File: config.mk
export PLATFORM = sky130hd
export DESIGN_NAME = ram_reader
export DESIGN_NICKNAME = d
export VERILOG_FILES = /design/src/rtl/ram_reader_pkg.sv /design/src/rtl/ram_reader_pattern_check.sv /design/src/rtl/ram_reader.sv
export SDC_FILE = /design/constraint.sdc
export NUM_CORES = 1
export LEC_CHECK = 0
export CORE_MARGIN = 8
export CORE_UTILIZATION = 51
export CTS_BUF_LIST = sky130_fd_sc_hd__clkbuf_2 sky130_fd_sc_hd__clkbuf_4 sky130_fd_sc_hd__clkbuf_8
export DETAILED_ROUTE_END_ITERATION = 8
export GPL_TIMING_DRIVEN = 0
export PLACE_DENSITY = 0.92
export RECOVER_POWER = 50
export SYNTH_ARGS = -nofsm -noshare
export SYNTH_HDL_FRONTEND = slang
export SYNTH_SLANG_ARGS = --single-unit
File: constraint.sdc
create_clock -name i_clk -period 4.25 [get_ports i_clk]
set_input_delay 0.6375 -clock i_clk [delete_from_list [all_inputs] [get_ports i_clk]]
set_output_delay 0.6375 -clock i_clk [all_outputs]
set_load 0.05 [all_outputs]
File: src/rtl/ram_reader_pkg.sv
// ram_reader_pkg
//   Shared definitions for the RAM pattern reader: FSM state encoding, lane
//   geometry and the pattern the RAM writer lays down, so this block and the
//   writer bench agree on a single definition of the expected contents.
package ram_reader_pkg;

    localparam int LANE_W = 16;
    localparam int LANES  = 4;
    localparam int WORD_W = LANE_W * LANES;

    typedef enum logic [2:0] {
        S_IDLE    = 3'd0,
        S_ISSUE   = 3'd1,
        S_WAIT    = 3'd2,
        S_PRESENT = 3'd3,
        S_GAP     = 3'd4,
        S_DONE    = 3'd5
    } state_t;

    // Lane k of word A holds (4*A + k) mod 2^16. The shift is done on a
    // 16-bit value on purpose: the writer's word counter wraps at 16 bits.
    function automatic logic [WORD_W-1:0] expected_word(input logic [15:0] addr);
        logic [WORD_W-1:0] w;
        logic [15:0]       base;
        base = addr << 2;
        w    = '0;
        for (int k = 0; k < LANES; k++) begin
            w[k*LANE_W +: LANE_W] = base + 16'(k);
        end
        return w;
    endfunction

endpackage

File: src/rtl/ram_reader_pattern_check.sv
// ram_pattern_check
//   Combinational compare of one RAM word against the writer pattern for its
//   address. Each 16-bit lane is compared independently; any lane difference
//   flags the whole word.
//   Ports:
//     addr      in   ADDR_W   address the word was read from
//     data      in   WORD_W   word returned by the RAM
//     mismatch  out  1        1 when any lane differs from the pattern
module ram_pattern_check
    import ram_reader_pkg::*;
#(
    parameter int ADDR_W = 14
) (
    input  logic [ADDR_W-1:0] addr,
    input  logic [WORD_W-1:0] data,
    output logic              mismatch
);

    logic [WORD_W-1:0] exp_word;
    logic [LANES-1:0]  lane_mismatch;

    always_comb begin
        exp_word      = expected_word(16'(addr));
        lane_mismatch = '0;
        for (int k = 0; k < LANES; k++) begin
            lane_mismatch[k] = (data[k*LANE_W +: LANE_W] != exp_word[k*LANE_W +: LANE_W]);
        end
        mismatch = |lane_mismatch;
    end

endmodule

File: src/rtl/ram_reader.sv
// ram_reader
//   Sweeps the RAM read port from address 0 to LAST_ADDR, one read in flight
//   at a time, checks every word against the writer pattern and streams the
//   words out on a valid/ready port.
//   Handshake: a word transfers on a rising edge where o_valid && i_ready;
//   while o_valid is high and i_ready is low, o_data and o_err_word hold and
//   no new read is issued.
//   Ports:
//     i_clk, i_rst_n   clock, asynchronous active-low reset
//     i_start          begin a sweep (honoured only in IDLE or DONE)
//     o_rden/o_address RAM read request
//     i_data           RAM read data, READ_LATENCY cycles after o_rden
//     o_valid/i_ready  output handshake; o_data, o_err_word qualified by o_valid
//     o_err_count      mismatching words this sweep (saturating)
//     o_busy/o_done    sweep in progress / sweep complete
//     o_state          current FSM state, for debug and checkers
module ram_reader
    import ram_reader_pkg::*;
#(
    parameter int ADDR_W       = 14,
    parameter int DATA_W       = 64,
    parameter int READ_LATENCY = 2,
    parameter int LAST_ADDR    = 16383,
    parameter int GAP_CYCLES   = 4
) (
    input  logic              i_clk,
    input  logic              i_rst_n,
    input  logic              i_start,
    output logic              o_rden,
    output logic [ADDR_W-1:0] o_address,
    input  logic [DATA_W-1:0] i_data,
    output logic              o_valid,
    input  logic              i_ready,
    output logic [DATA_W-1:0] o_data,
    output logic              o_err_word,
    output logic [15:0]       o_err_count,
    output logic              o_busy,
    output logic              o_done,
    output state_t            o_state
);

    localparam logic [ADDR_W-1:0] LAST     = ADDR_W'(LAST_ADDR);
    localparam logic [ADDR_W-1:0] ADDR_ONE = ADDR_W'(1);
    localparam logic [2:0]        WAIT_END = 3'(READ_LATENCY - 1);
    localparam logic [3:0]        GAP_END  = 4'((GAP_CYCLES > 0) ? GAP_CYCLES - 1 : 0);

    state_t      state;
    state_t      state_nx;
    logic [2:0]  wait_cnt;
    logic [3:0]  gap_cnt;
    logic        wait_last;
    logic        gap_last;
    logic        at_last;
    logic        start_ok;
    logic        capture;
    logic        handshake;
    logic        mismatch;

    assign wait_last = (wait_cnt == WAIT_END);
    assign gap_last  = (gap_cnt == GAP_END);
    assign at_last   = (o_address == LAST);
    assign start_ok  = i_start && ((state == S_IDLE) || (state == S_DONE));
    assign capture   = (state == S_WAIT) && wait_last;
    assign handshake = (state == S_PRESENT) && i_ready;

    ram_pattern_check #(
        .ADDR_W (ADDR_W)
    ) u_check (
        .addr     (o_address),
        .data     (i_data),
        .mismatch (mismatch)
    );

    // State register
    always_ff @(posedge i_clk or negedge i_rst_n) begin
        if (!i_rst_n) begin
            state <= S_IDLE;
        end else begin
            state <= state_nx;
        end
    end

    // Next-state logic
    always_comb begin
        state_nx = state;
        case (state)
            S_IDLE, S_DONE: if (i_start) state_nx = S_ISSUE;
            S_ISSUE:        state_nx = S_WAIT;
            S_WAIT:         if (wait_last) state_nx = S_PRESENT;
            S_PRESENT: begin
                if (i_ready) begin
                    if (at_last)              state_nx = S_DONE;
                    else if (GAP_CYCLES == 0) state_nx = S_ISSUE;
                    else                      state_nx = S_GAP;
                end
            end
            S_GAP:          if (gap_last) state_nx = S_ISSUE;
            default:        state_nx = S_IDLE;
        endcase
    end

    // Outputs decoded from state; o_valid is high exactly in PRESENT, so a
    // read (ISSUE) can never coincide with a pending output word.
    always_comb begin
        o_rden  = (state == S_ISSUE);
        o_valid = (state == S_PRESENT);
        o_busy  = (state == S_ISSUE) || (state == S_WAIT) ||
                  (state == S_PRESENT) || (state == S_GAP);
        o_done  = (state == S_DONE);
        o_state = state;
    end

    // Latency and gap counters run only inside their state and sit at zero
    // otherwise, so each entry into WAIT/GAP starts a fresh count.
    always_ff @(posedge i_clk or negedge i_rst_n) begin
        if (!i_rst_n) begin
            wait_cnt <= 3'd0;
            gap_cnt  <= 4'd0;
        end else begin
            wait_cnt <= (state == S_WAIT) ? wait_cnt + 3'd1 : 3'd0;
            gap_cnt  <= (state == S_GAP)  ? gap_cnt + 4'd1  : 4'd0;
        end
    end

    // Address, captured word and error counter
    always_ff @(posedge i_clk or negedge i_rst_n) begin
        if (!i_rst_n) begin
            o_address   <= '0;
            o_data      <= '0;
            o_err_word  <= 1'b0;
            o_err_count <= 16'd0;
        end else begin
            if (start_ok) begin
                o_address   <= '0;
                o_err_count <= 16'd0;
            end
            if (capture) begin
                o_data     <= i_data;
                o_err_word <= mismatch;
                if (mismatch && (o_err_count != 16'hFFFF)) begin
                    o_err_count <= o_err_count + 16'd1;
                end
            end
            // The address stops at LAST_ADDR rather than wrapping.
            if (handshake && !at_last) begin
                o_address <= o_address + ADDR_ONE;
            end
        end
    end

endmodule

* After elaboration in Yosys (flattened, before gate mapping)
Index checks and enable logic that the tools add are counted.
W data, S select, Z words.
** Word-level totals
- Bits in registers :: 105
- Input bits :: 68
- Word-level logic and storage cells :: 59
** Cells by class
- Add/sub/neg operators :: 7
- Equal/unequal tests :: 17
- Multiplexer cells :: 13
- Reductions and logical operators :: 15
** Operator list (number)
- $ne A16 B16 Y1 :: 4
- $mux W16 :: 3
- $add A16 B1 Y16 const B :: 2
- $add A16 B2 Y16 const B :: 2
- $mux W14 :: 2
- $ne A16 B16 Y1 const B :: 1
- $mux W3 :: 5
- $pmux W3 S5 :: 1
- $add A14 B1 Y14 const B :: 1
- $eq A14 B14 Y1 const B :: 1
- $eq A3 B1 Y1 const B :: 2
- $eq A3 B2 Y1 const B :: 2
- $eq A3 B3 Y1 const B :: 2
- $ne A2 B2 Y1 const B :: 3
- $logic_and A1 B1 Y1 :: 5
- $add A4 B1 Y4 const B :: 1
- $eq A4 B2 Y1 const B :: 1
- $logic_or A1 B1 Y1 :: 4
- $mux W4 :: 1
- $reduce_and A4 Y1 :: 1
- $reduce_or A4 Y1 :: 1
- $add A3 B1 Y3 const B :: 1
- $logic_not A3 Y1 :: 1
- $ne A2 B1 Y1 const B :: 1
- other kinds (4) :: 4

* Depth between registers and ports, before layout
- Depth after elaboration :: 6
- Depth in mapped cells :: 10
- Depth with buffers taken out :: 8

* Modules after synthesis
From an unflattened synthesis, not the netlist that was laid out.
** Unflattened totals
- Cell total of the unflattened synthesis :: 437
- Area total of the unflattened synthesis :: 5200.0 µm²
** By module, submodules not included
- ram_reader :: instances 1, cells an instance 362, area each 4687.0 µm², seq. area each 2627.5 µm²
- ram_pattern_check :: instances 1, cells an instance 75, area each 513.0 µm², seq. area each 0.0 µm²

* Least setup slack after synthesis
OpenSTA, ideal clock, no wires.
- Path type :: register to register
- Start point :: reg o_address[9]
- End point :: reg o_err_count[10]
- Setup time :: 126 ps
- Arrival time :: 2902 ps
- Required time :: 4124 ps
- Slack :: 1222 ps
- Stages on the path, launching flop included :: 10
- Path buffers :: 3
- Cell sequence :: dfrtp_1 > buf_2 > xnor2_1 > nand4_1 > or4_1 > or4_4 > and2_4 > buf_6 > buf_6 > a221o_1
** On the way
- Word-level cells in the longest chain between the ends :: 6
- Elaborated cells between the ends (all ways) :: 11
- Classes of those cells :: add/sub (3); eq/ne (4); mux (2); reduce/logical (2)
** RTL lines
- start: declaration :: RTL line ram_reader.sv:30 : output logic [ADDR_W-1:0] o_address,
- start signal: assignment :: RTL line ram_reader.sv:146 : o_address <= o_address + ADDR_ONE;
- $add A16 B1 Y16 or $add A16 B2 Y16 (tied branches) :: RTL line ram_reader_pkg.sv:28 : w[k*LANE_W +: LANE_W] = base + 16'(k);
- $ne A16 B16 Y1 :: RTL line ram_reader_pattern_check.sv:26 : lane_mismatch[k] = (data[k*LANE_W +: LANE_W] != exp_word[k*LANE_W +: LANE_W]);
- $reduce_or A4 Y1 (*) :: RTL line ram_reader_pattern_check.sv:28 : mismatch = |lane_mismatch;
- $logic_and A1 B1 Y1 (*) :: RTL line ram_reader.sv:140 : if (mismatch && (o_err_count != 16'hFFFF)) begin
- $mux W16 (*) :: RTL line ram_reader.sv:140
- $mux W16 (*) :: RTL line ram_reader.sv:137 : if (capture) begin
- end signal: assignment :: RTL line ram_reader.sv:141 : o_err_count <= o_err_count + 16'd1;
- end: declaration :: RTL line ram_reader.sv:36 : output logic [15:0] o_err_count,
Every way passes the cells marked *; elsewhere a longest branch is shown, timed or not.
A chain may end at the register's enable or synchronous reset.

* Final worst setup path
- Start point :: in i_data[0]
- End point :: reg o_err_count[13]
** On the way
- Word-level cells in the longest chain between the ends :: 5
** RTL lines
- start: declaration :: RTL line ram_reader.sv:31 : input logic [DATA_W-1:0] i_data,
- $ne A16 B16 Y1 :: RTL line ram_reader_pattern_check.sv:26
- $reduce_or A4 Y1 :: RTL line ram_reader_pattern_check.sv:28
- $logic_and A1 B1 Y1 :: RTL line ram_reader.sv:140
- $mux W16 :: RTL line ram_reader.sv:140
- $mux W16 :: RTL line ram_reader.sv:137
Every way passes these cells.

==> results list <==
- Type of the worst min-delay path: flop to flop
* Minimum setup slack after placement: 0.6455 ns
- Adder and majority gate portion of the synthesized area: 1.216%
- Overall fraction of global-route tracks in use: about 25%
- Area of placed instances: 7028 um2
- The startpoint identified for the worst register-to-register timing path is o_address[8].
- Library cell occupying the most area in the post-synthesis netlist: sky130_fd_sc_hd__dfrtp_1
* Tcrit/Tclk final: around three quarters
* Overall die height: 116.4 um
- Detailed Route WL: 16570 um
- Tmin final: 3.215 ns
* Resized Gates After CTS: 0
* Top area cells in the synthesized netlist: sky130_fd_sc_hd__dfrtp_1 51%, sky130_fd_sc_hd__mux2_2 14%, sky130_fd_sc_hd__xor2_1 3.1%
- Data arrival at the endpoint of the critical path: 3.47 ns
* Growth of design area from synthesis to finish: 40.73%
- Total via count in the routed design: 4579
- Area of the die: approximately 14000 um2
- Net Count, Synth: 536
* Fraction of final layout cells sized beyond drive strength 1: 15.15%
- The detail route stage leaves a number of antenna-violating nets equal to 0.
- Clock-pin slew on the worst setup and hold paths: 0.09 ns
- Final number of max-transition violations: between 40 and 50
* Number of hold-repair buffers added at the cts stage: 0
- The signal on the critical path passes through clkdlybuf4s50_1 > nor4b_1 > o211ai_1 > or4_1 > or4_4 > and2_4 > buf_6 > buf_6 > a221o_1.
* Final sum of negative setup slack: 0 ns
* Tightest slew margin relative to the limit: -79.57%
- The longest clock path from root to sink contains 2 buffers.
- Wire length of the first global-routing pass: 26050 um
- The count of cells in the finished layout, fillers not included, comes to 780.
* Vias per std cell: 5.871
- Unique cell type count in the Yosys netlist: 48
* Crit path launch type: input port
* Run status: finished with violations
* Boundary Pins: 170
* Worst clock skew: 0.008269 ns
- Later-pin clock latency in the skew report: about 0.36 ns
- CTS tree: done
- Critical path launch point: i_data[0]
- Number of antenna repair diodes: 0
- Port-buffer cells: 169
* Startpoint of the tightest hold check path: wait_cnt[0]
* Hold Path Cell Cnt: 1
- Synthesis handed over a netlist of 463 instances.
* Post-synthesis sequential area ratio: between 50% and 60%
* Total number of clock tree sinks: about 110
* Reg2reg path depth: 9
- In this run, synthesis produced a sequential element count of between 100 and 150.
- After floorplanning, the core was sized to cover 9774 um2.
- Length of the first detailed-routing pass in iterations: 4
- For this block, the initial DRC count from the detailed router was 345.
- Antenna violations before repair: 0
- Post-layout nets: 717
- Final weighted congestion in routability-driven placement: roughly 0.87
- On the critical path, the stage with the largest delay is an instance of sky130_fd_sc_hd__or4_4.
- Setup violations remaining at the end of the flow were counted as 0.
- The floorplan has 36 rows.
- Maximum capacitance violations: 1
- Pwr/cell area: 743.4 nW/um2
* Half-perimeter wire length of the detailed placement result: 12790 um
* Data required time at the worst endpoint: between 4 and 5 ns
- Worst Setup Path Type: input port to flop
- The number of placed instances, taps included, is 766.
- The cell area that synthesis handed to floorplanning was approximately 5100 um2.
- The commonest cells after synthesis are 105 x sky130_fd_sc_hd__dfrtp_1, 65 x sky130_fd_sc_hd__mux2_2, 34 x sky130_fd_sc_hd__nor2_1, 30 x sky130_fd_sc_hd__nand3_1, 23 x sky130_fd_sc_hd__nand2_1.
- Max Fanout on Critical Path: 10
* CTS H-Tree Depth: 3
* Compound-cell area share of the yosys netlist: under 10%
- Fraction of registers with async set or reset after synthesis: 100.0%
- Initial core utilization: a little over half
- Transition at the pin with the smallest max-transition slack: 2.694 ns
- The checks that failed: capacitance limit, slew limit.
- Largest net degree at the start of global routing: 59
* Total design power: 5.382 mW
- Mean instance size in the synthesized netlist: ~11 um2
* Residual overflow from global routing: 0
- Number of warnings printed during yosys synthesis: 0
- The most numerous cell type found on the critical path is sky130_fd_sc_hd__buf_6.
- Main combinational cell family by area after synthesis: simple AND/OR/NAND/NOR gates
- The largest single stage delay on the critical path is 0.59 ns.
* Primary flip-flop cell chosen by synthesis mapping: sky130_fd_sc_hd__dfrtp_1
- After routing the design area is 7241 um2.
* Number of remaining DRC errors: 0
- Post-CTS setup buffers: 0
* Number of CTS-inserted buffers: 9
- The via count of the first global-routing pass is about 4.9k.
- The cell sitting at the root of the clock tree is a sky130_fd_sc_hd__clkbuf_8.
* Leakage power: 3.097 nW
- Final hold violation count: 0
- Horizontal extent of the die: approximately 120 um
- STA classifies the critical path endpoint as a flop.
* Number of flops mapped to enable cells by yosys: 0
- Portion of synthesized cell area occupied by the leading cell type: between 50% and 60%
- Peak ir drop on the vdd network: 0.0006124 V
- Static timing analysis puts the maximum clock frequency at 311.1 MHz.
* Post-synthesis xor/xnor area fraction: 4.596%
- Mux share of post-synthesis cell area: 14.81%
- Setup repair after global routing left no endpoint under its margin.
- Library cell with the highest instance count after synthesis: sky130_fd_sc_hd__dfrtp_1
- After Yosys synthesis, and, or, nand and nor cells account for 16.68% of the synthesized area.
- Wirelength per Cell: 21.24 um
- Across all setup checks in the final design, the least slack found is 1.035 ns.
- Number of filler instances in the final layout: 646
where the power goes:
group          internal (mW)  switching [mW]  total, mW
sequential              1.37           0.221       1.59
clock                  0.357           0.332      0.690
combinational           1.06            2.04       3.10
total                   2.79            2.59       5.38
worst max-delay path: cells and delay by family:
kind | cells | cell delay, ns
AND/OR/NAND/NOR | 4 | 1.62
buffers and inverters | 3 | 0.71
AO/OA/AOI/OAI | 2 | 0.48
state kept, by name, indices dropped and copies added, names as in the netlist:
| signal | count |
|---|---|
| o_err_count | 16 |
| o_err_word | 1 |
| gap_cnt | 4 |
| wait_cnt | 3 |
| o_data | 64 |
| o_state | 3 |
| o_address | 14 |
cells in the final DEF, fill, tap and decap left out, drive strengths merged, types with 5 or more instances in the layout:
master         netlist  final
nand3               30     30
o31ai                6      6
a21oi                5      5
or4                  5      5
and3                12     12
or3                  7      7
nor3                10     10
clkbuf              13     25
mux2                65     65
nand4               14     14
xnor2                9      9
a221o               11     11
buf                 17     18
nor4                 7      7
nand2               23     23
clkdlybuf4s50        0    126
ha                   5      5
xor2                18     18
nor2                34     34
dlygate4sd3          0     42
o21ai               20     20
dfrtp              105    105
through the flow:
step | utilization [%] | hold WS (ns)
finish | 74.08 | 0.4762
global route | 74.08 | 0.5104
CTS | 74.12 | 0.3066
detailed placement | 71.90 | 0.4618
global placement | 71.65 | 0.4440
floorplan | - | 0.3419
final cells by class:
cell class	instances	area, um2	area share, %
buffer	30	143.9	1.987
clock buffer	11	151.4	2.091
clock inverter	3	65.06	0.8986
inverter	4	15.01	0.2074
multi-input combinational	324	2359	32.57
sequential	105	2628	36.29
tap	133	166.4	2.298
timing repair buffer	170	1713	23.66
logic make-up after synthesis:
group / count (synthesis)
AO/OA/AOI/OAI: 62
XOR/XNOR: 27
adder cells (fa/ha/maj): 5
buffers and inverters: 34
flip-flops: 105
multiplexers: 68
AND/OR/NAND/NOR: 162
metal layers:
layer | vias to the layer above | global-route usage, % | part of all wire [%]
met5 | - | 0 | 0
met4 | 0 | 10.54 | 2.8
met3 | 32 | 7.549 | 8.8
met2 | 190 | 43.45 | 51
met1 | 2299 | 27.93 | 37
li1 | 2058 | - | -
final timing paths:
kind / end / slack [ns]
setup / recovery: o_err_count[13] / 1.04
hold / removal: wait_cnt[0] / 0.48
setup reg to reg: o_err_count[13] / 1.23
hold reg to reg: wait_cnt[0] / 0.48
max in group asynchronous: o_data[25] / 1.60
min in group asynchronous: o_data[8] / 1.11
Power figures use the tool's default switching activity.
